`config.mk`:
```
export PLATFORM = sky130hd
export DESIGN_NAME = mm_result_reader
export DESIGN_NICKNAME = d
export VERILOG_FILES = /design/src/rtl/mm_result_reader.sv
export SDC_FILE = /design/constraint.sdc
export NUM_CORES = 1
export LEC_CHECK = 0
export ABC_AREA = 1
export CORE_ASPECT_RATIO = 1.5
export CORE_UTILIZATION = 41
export CTS_CLUSTER_DIAMETER = 80
export CTS_CLUSTER_SIZE = 14
export DETAILED_ROUTE_END_ITERATION = 12
export PLACE_DENSITY_LB_ADDON = 0.08
export SLEW_MARGIN = 20
export SYNTH_ARGS = -nofsm -noshare
export SYNTH_HDL_FRONTEND = slang
export SYNTH_SLANG_ARGS = --single-unit
```
`constraint.sdc`:
```
create_clock -name clk -period 9.2 [get_ports clk]
set_clock_uncertainty 0.15 [all_clocks]
set_input_delay 0.92 -clock clk [delete_from_list [all_inputs] [get_ports clk]]
set_output_delay 0.92 -clock clk [all_outputs]
set_load 0.01 [all_outputs]
```
`src/rtl/mm_result_reader.sv`:
```
// Streams Q words from the XY memory, packs pairs into MM words, and serves
// them to a memory-mapped host through an output FIFO.
//   state | meaning
//   IDLE  | waiting for start; FIFO may still hold unread words
//   READ  | issuing XY reads and packing results into the FIFO
module mm_result_reader #(
    parameter int Q_SIZE          = 16,
    parameter int MM_SIZE         = 32,
    parameter int XY_MEM_DEPTH    = 12,
    parameter int MM_BUFFER_DEPTH = 32
) (
    input  logic                    clk,
    input  logic                    rst_n,
    input  logic                    start,
    input  logic [XY_MEM_DEPTH-1:0] base_addr,
    input  logic [XY_MEM_DEPTH:0]   count,
    output logic                    busy,
    output logic                    done,
    output logic                    xy_rd_en,
    output logic [XY_MEM_DEPTH-1:0] xy_rd_addr,
    input  logic [Q_SIZE-1:0]       xy_rd_data,
    input  logic                    mm_read,
    output logic                    mm_waitrequest,
    output logic [MM_SIZE-1:0]      mm_readdata,
    output logic                    mm_readdatavalid
);
    localparam int PTR_W = $clog2(MM_BUFFER_DEPTH);
    localparam int OCC_W = PTR_W + 1;

    typedef enum logic {IDLE, READ} state_t;

    state_t                  state_q, state_d;
    logic [XY_MEM_DEPTH-1:0] base_q, base_d;
    logic [XY_MEM_DEPTH:0]   cnt_q, cnt_d;
    logic [XY_MEM_DEPTH:0]   issued_q, issued_d;
    logic                    xy_rd_en_q, xy_rd_en_d;
    logic [XY_MEM_DEPTH-1:0] xy_rd_addr_q, xy_rd_addr_d;
    logic                    rd_odd_q, rd_odd_d;
    logic                    rd_last_q, rd_last_d;
    logic                    ret_valid_q, ret_valid_d;
    logic                    ret_odd_q, ret_odd_d;
    logic                    ret_last_q, ret_last_d;
    logic [Q_SIZE-1:0]       pack_q, pack_d;
    logic                    zero_done_q, zero_done_d;
    logic [PTR_W-1:0]        wr_ptr_q, wr_ptr_d;
    logic [PTR_W-1:0]        rd_ptr_q, rd_ptr_d;
    logic [OCC_W-1:0]        occ_q, occ_d;
    logic [MM_SIZE-1:0]      rdata_q, rdata_d;
    logic                    rvalid_q, rvalid_d;

    logic [MM_SIZE-1:0]      fifo_mem [MM_BUFFER_DEPTH];
    logic                    issue, push, pop, fifo_empty;
    logic [MM_SIZE-1:0]      push_data;

    always_comb begin
        state_d      = state_q;
        base_d       = base_q;
        cnt_d        = cnt_q;
        issued_d     = issued_q;
        xy_rd_en_d   = 1'b0;
        xy_rd_addr_d = xy_rd_addr_q;
        rd_odd_d     = rd_odd_q;
        rd_last_d    = rd_last_q;
        ret_valid_d  = xy_rd_en_q;
        ret_odd_d    = rd_odd_q;
        ret_last_d   = rd_last_q;
        pack_d       = pack_q;
        zero_done_d  = 1'b0;
        wr_ptr_d     = wr_ptr_q;
        rd_ptr_d     = rd_ptr_q;
        occ_d        = occ_q;
        rdata_d      = rdata_q;
        rvalid_d     = 1'b0;

        fifo_empty = (occ_q == '0);
        pop        = mm_read && !fifo_empty;
        push       = ret_valid_q && (ret_odd_q || ret_last_q);
        push_data  = ret_odd_q ? {xy_rd_data, pack_q} : {{Q_SIZE{1'b0}}, xy_rd_data};
        // Threshold leaves room for the two reads already in the pipeline.
        issue      = (state_q == READ) && (issued_q < cnt_q)
                     && (occ_q <= OCC_W'(MM_BUFFER_DEPTH - 2));

        case (state_q)
            IDLE: begin
                if (start) begin
                    if (count != '0) begin
                        state_d  = READ;
                        base_d   = base_addr;
                        cnt_d    = count;
                        issued_d = '0;
                    end else begin
                        zero_done_d = 1'b1;
                    end
                end
            end
            READ: begin
                if (push && ret_last_q) state_d = IDLE;
            end
            default: state_d = IDLE;
        endcase

        if (issue) begin
            xy_rd_en_d   = 1'b1;
            xy_rd_addr_d = base_q + issued_q[XY_MEM_DEPTH-1:0];
            rd_odd_d     = issued_q[0];
            rd_last_d    = ((issued_q + 1'b1) == cnt_q);
            issued_d     = issued_q + 1'b1;
        end

        if (ret_valid_q && !ret_odd_q && !ret_last_q) pack_d = xy_rd_data;

        if (push) begin
            wr_ptr_d = (wr_ptr_q == PTR_W'(MM_BUFFER_DEPTH - 1)) ? '0 : wr_ptr_q + 1'b1;
        end
        if (pop) begin
            rd_ptr_d = (rd_ptr_q == PTR_W'(MM_BUFFER_DEPTH - 1)) ? '0 : rd_ptr_q + 1'b1;
            rdata_d  = fifo_mem[rd_ptr_q];
            rvalid_d = 1'b1;
        end
        case ({push, pop})
            2'b10:   occ_d = occ_q + 1'b1;
            2'b01:   occ_d = occ_q - 1'b1;
            default: occ_d = occ_q;
        endcase
    end

    always_ff @(posedge clk) begin
        if (!rst_n) begin
            state_q      <= IDLE;
            base_q       <= '0;
            cnt_q        <= '0;
            issued_q     <= '0;
            xy_rd_en_q   <= 1'b0;
            xy_rd_addr_q <= '0;
            rd_odd_q     <= 1'b0;
            rd_last_q    <= 1'b0;
            ret_valid_q  <= 1'b0;
            ret_odd_q    <= 1'b0;
            ret_last_q   <= 1'b0;
            pack_q       <= '0;
            zero_done_q  <= 1'b0;
            wr_ptr_q     <= '0;
            rd_ptr_q     <= '0;
            occ_q        <= '0;
            rdata_q      <= '0;
            rvalid_q     <= 1'b0;
        end else begin
            state_q      <= state_d;
            base_q       <= base_d;
            cnt_q        <= cnt_d;
            issued_q     <= issued_d;
            xy_rd_en_q   <= xy_rd_en_d;
            xy_rd_addr_q <= xy_rd_addr_d;
            rd_odd_q     <= rd_odd_d;
            rd_last_q    <= rd_last_d;
            ret_valid_q  <= ret_valid_d;
            ret_odd_q    <= ret_odd_d;
            ret_last_q   <= ret_last_d;
            pack_q       <= pack_d;
            zero_done_q  <= zero_done_d;
            wr_ptr_q     <= wr_ptr_d;
            rd_ptr_q     <= rd_ptr_d;
            occ_q        <= occ_d;
            rdata_q      <= rdata_d;
            rvalid_q     <= rvalid_d;
        end
    end

    always_ff @(posedge clk) begin
        if (push) fifo_mem[wr_ptr_q] <= push_data;
    end

    assign busy             = (state_q == READ);
    assign done             = (push && ret_last_q) || zero_done_q;
    assign xy_rd_en         = xy_rd_en_q;
    assign xy_rd_addr       = xy_rd_addr_q;
    assign mm_waitrequest   = fifo_empty;
    assign mm_readdata      = rdata_q;
    assign mm_readdatavalid = rvalid_q;
endmodule

```
---- Yosys cells after proc, flatten, opt, wreduce, memory -nomap -nowiden ----
Memory sizes are Yosys's and may differ from the RTL's. A register that Yosys moved wholly into a read port is not among the register bits.
Index checks and enable logic that the tools add are counted.
operators by class
  $lt $le $gt $ge ......................... 2
  equality and inequality tests ........... 6
  $add $sub $neg .......................... 6
  mux-type cells .......................... 17
  reductions and logical operators ........ 21
  bitwise operators ....................... 3
operators with widths
  cell                                                  number
  two-way mux 13 bit                                    4
  two-way mux 32 bit                                    1
  adder 13 x 1 -> 13 bit (second input constant)        1
  equality test 13 bit                                  1
  less-than comparator 13 bit                           1
  nonzero test 13 bit                                   1
  adder 12 bit                                          1
  one-hot mux 6 bit (2 select lines)                    1
  adder 5 x 1 -> 5 bit (second input constant)          2
  equality test 5 bit (second input constant)           2
  two-way mux 5 bit                                     2
  two-way mux 1 bit                                     8
  logical AND 1 bit                                     7
  adder 6 x 1 -> 6 bit (second input constant)          1
  <= comparator 6 x 5 -> 1 bit (second input constant)  1
  logical NOT 6 bit                                     1
  AND reduction 3 bit                                   2
  nonzero test 2 bit                                    3
  subtractor 6 x 1 -> 6 bit (second input constant)     1
  logical NOT 1 bit                                     4
  NOT 1 bit                                             3
  OR reduction 3 bit                                    1
  equality test 2 x 1 -> 1 bit (second input constant)  1
  equality test 2 bit (second input constant)           1
  other kinds (3)                                       4
storage, ports and cells
  memories ................................ 1
  bits in writable memories ............... 1024
  output and inout bits ................... 49
  input bits .............................. 45
  register bits after elaboration ......... 91
memories
  name      words  width  read ports  clocked after Yosys merged registers in  wr ports  RTL line  text
  fifo_mem  32     32     1           1                                        1         51        logic [MM_SIZE-1:0] fifo_mem [MM_BUFFER_DEPTH];

---- Logic depth before layout (Yosys ltp) ----
  word-level depth ........................ 5
  mapped depth ............................ 16
  gate-level depth less buffers ........... 15

---- Worst setup path after synthesis ----
Ideal clock, no wire load.
  kind .................................... reg2reg
  start ................................... register ret_odd_q
  end ..................................... memory fifo_mem[7][0] (enable)
  data required time ...................... 8.589 ns
  period minus slack after synthesis ...... 3.838 ns
  library setup time ...................... 0.461 ns
  cell stages (with the launch flop) ...... 6
  path slack .............................. 5.362 ns
  buffers on the path ..................... 1
  data arrival time ....................... 3.227 ns
  cell sequence ........................... dfxtp_1 -> nor2_1 -> nor2_1 -> inv_1 -> clkbuf_1 -> nor3_1
on the way
  cells in the longest elaborated chain, start to end .. 4
RTL lines
  element                                  RTL line  text
  start: declaration                       41        logic ret_odd_q, ret_odd_d;
  start signal: assignment                 157       ret_odd_q <= ret_odd_d;
  logical OR 1 bit                         77        push = ret_valid_q && (ret_odd_q || ret_last_q);
  logical AND 1 bit                        77
  two-way mux 1 bit                        170       if (push) fifo_mem[wr_ptr_q] <= push_data;
  two-way mux 1 bit (not written as such)  170
  end: declaration                         51
No other way between the ends.

---- Worst setup path in the final report ----
  start ................................... register ret_odd_q
  end ..................................... output done
on the way
  cells in the longest elaborated chain, start to end .. 4
RTL lines
  element            RTL line  text
  logical OR 1 bit   77
  logical AND 1 bit  77
  logical AND 1 bit  174       assign done = (push && ret_last_q) || zero_done_q;
  logical OR 1 bit   174
  end: declaration   18        output logic done,
No other way between the ends.

==> results.cfg <==
[power_and_ir_drop]
sequentialPowerShare_pct = 45.8
p_int_mw = 8.73
power.net_switching_mw = 4.36
leakage_nw = 17.5
pwr-share-comb_pct = 25.6
ir_drop_mv = 0.223
p_sw_share_pct = 33.3
clkPwrFrac_pct = 28.6
powerDensity_mw_per_mm2 = 254

[route]
drc = 0
routed.top_layer = met5
wl_met3_um = 7780
vias = 30577
drt_iter0_markers = 2716
wl_met1_um = 58900
postRouteAntennaNets = 0
wirelength_um = 143000
drtPass1Iterations = 5
routedWlPerCell_um = 26.3
wl_met2_um = 72100
vias_per_cell = 5.62

[yosys]
syn_nets = 4003
synth-simple-area-share_pct = 11.8
synth_top_area_share_pct = 66.3
synth_edf_count = 1024
ys.flop_type = edfxtp_1
synthXorXnorAreaFrac_pct = 0.340
yosys.cell_count.top_type = edfxtp_1
synth_area_mm2 = 0.0464
synth_compound_area_share_pct = 11.5
synth_top_family_by_area = simple AND/OR/NAND/NOR gates
ys_top_cells_by_count = edfxtp_1 (1024), nor2_1 (749), o21ai_0 (563)
synthTopCellsByArea = edfxtp_1 (66%), o21ai_0 (6.1%), nor2_1 (6.1%)
ys_ff_latch = 1147
yosys.area.top_type = edfxtp_1
synth.area.mux_share_pct = 0
yosysUniqueCellTypes = 40
synthAdderAreaFrac_pct = 1.08
yosysWarnings = 0
ys_seq_area_share_pct = 71.6
postSynthAreaPerCell_um2 = 11.8
syn_inst = 3919
async_flop_share_pct = 0

[clocking]
numCtsBuffers = 92
cts_setup_buffers = 0
clock-sinks = 1147
cts_buffer_depth = 3
htreeDepth = 3
cts-root-buf = clkbuf_16
cts_hold_repair.buffers = 0
cts_tree = done
postCtsResizedCells = 0
clk_latency_ps = 700
cts.reportedPaths.clkPinSlew_ps = 70

[die]
core_area_mm2 = 0.112
rows = 150
ios = 94
chipHeight_um = 414
die_width_um = 277
initial_core_util_pct = 41.5
floorplan.die_area_mm2 = 0.114

[sta]
finalCritPeriodShare_pct = 49.8
drv_slew = 0
fmax_ghz = 0.218
holdWs_ps = 264
rsz0062_at_grt = no
final_hold_viol_count = 0
fin_tns_setup_ps = 0
worstMarginPinSlew_ps = 1120
finalCriticalPeriod_ps = 4580
setup_violations = 0
slew-limit-headroom_pct = 25.4

[final_layout]
area_growth_pct = 11.1
final_area_mm2 = 0.0515
fin_nets = 4008
drive_above_1_share_pct = 6.21
nFillCells = 10214
fin_cells = 5439
utilization_pct = 46.1

[worst_setup_path]
crit_type = reg2out
crit_end = done
reg2reg_depth = 6
startpoint = ret_odd_q
cp-start-kind = flop
reg2reg_from = ret_odd_q
critPathRequiredTime_ps = 8130
arrival_ps = 3510
path_max_fanout = 49
ff2ff_setup_slack_ps = 5130
worst_r2r_endpoint = fifo_mem[5][2]
endpoint_kind = output pin

[global_routing]
grt_first_pass_wirelength_um = 205000
grt_max_degree = 181
grt_overflow = 0
grt_usage_pct = 24.8
antenna_found_initial = 14
grt_pass1_vias = 29611

[status]
status = finished, final reports clean

[hold_path]
hold_path_class = reg2reg

[place]
portBuffers = 93
gp_congestion = 0.789
placed_area_mm2 = 0.0488
dp_cells = 5274
hpwl_um = 74600

[run]
maxCapViolCount = 0
==> sequential cells by signal (all words and copies together) (netlist names) <==
register          flops
occ_q                 6
rd_last_q             1
issued_q             13
ret_odd_q             1
xy_rd_en              1
zero_done_q           1
pack_q               16
base_q               12
busy                  1
mm_readdata          32
rd_odd_q              1
cnt_q                13
ret_last_q            1
rd_ptr_q              5
mm_readdatavalid      1
wr_ptr_q              5
ret_valid_q           1
fifo_mem           1024
xy_rd_addr           12
==> per-stage QoR <==
step           setup slack (ps)  total power, mW
2_1_floorplan              5360             8.30
3_3_place_gp               4610             9.46
3_5_place_dp               4770             9.47
4_1_cts                    4570             13.2
5_1_grt                    4400             13.7
6_report                   4620             13.1
==> power by group through the flow <==
stage	Sequential, mW	Combinational, mW	Clock [mW]
2_1_floorplan	6.03	2.28	0
3_3_place_gp	6.11	3.35	0
3_5_place_dp	6.11	3.36	0
4_1_cts	5.99	3.37	3.82
5_1_grt	6.00	3.73	3.99
6_report	5.99	3.35	3.75
==> layout by cell type, fill, tap and decap left out, types with 37 or more instances in the layout <==
cell	instances
o21ai_0	547
ha_1	37
clkdlybuf4s50_1	92
edfxtp_1	1024
o22ai_1	194
inv_1	132
nor2_1	720
nand4_1	38
nand2_1	389
a21oi_1	118
dfxtp_1	118
nand3_1	129
clkbuf_16	93
clkbuf_1	60
buf_4	66
==> cell families (layout without fill, tap and decap cells) <==
| group | Yosys count | in the layout |
|---|---|---|
| compound gates | 968 | 968 |
| flops | 1147 | 1147 |
| other cells | 0 | 4 |
| fa+ha+maj | 39 | 39 |
| simple gates | 1357 | 1357 |
| xor+xnor | 18 | 18 |
| buf+inv | 390 | 462 |
==> routing by layer <==
metal | vias to the layer above | GRT usage [%]
met2 | 889 | 44.2
li1 | 14067 | -
met4 | 8 | 7.74
met1 | 15417 | 31.3
met3 | 196 | 3.34
met5 | - | 0
==> worst min-delay path by stage <==
stage / from / endpoint / slack, ps / cells after the start
floorplan: rd_odd_q / ret_odd_q / 250 / 2
global placement: rd_odd_q / ret_odd_q / 250 / 2
detailed placement: rd_odd_q / ret_odd_q / 260 / 2
CTS: rd_odd_q / ret_odd_q / 270 / 2
global route: rd_odd_q / ret_odd_q / 310 / 2
finish: rd_odd_q / ret_odd_q / 260 / 2
==> critical path, cell delays in order (launching register included) <==
cell and delay [ps]:
dfxtp_2 310, buf_4 670, nor2_1 120, nor2_1 430
inv_1 410, o21bai_1 240, clkdlybuf4s50_1 630
==> final cells by class <==
cell class / instances / area [um2] / share of cell area [%]
diodes: 4 / 10.0 / 0.0194
flip-flops and latches: 1147 / 33200 / 64.5
clock buffers: 154 / 2570 / 4.98
inverters: 139 / 539 / 1.05
multi-input cells: 2382 / 11800 / 22.9
well taps: 1444 / 1810 / 3.51
clock inverters: 7 / 71.3 / 0.138
repair buffers: 162 / 1480 / 2.88
(Power assumes the default switching activity.)
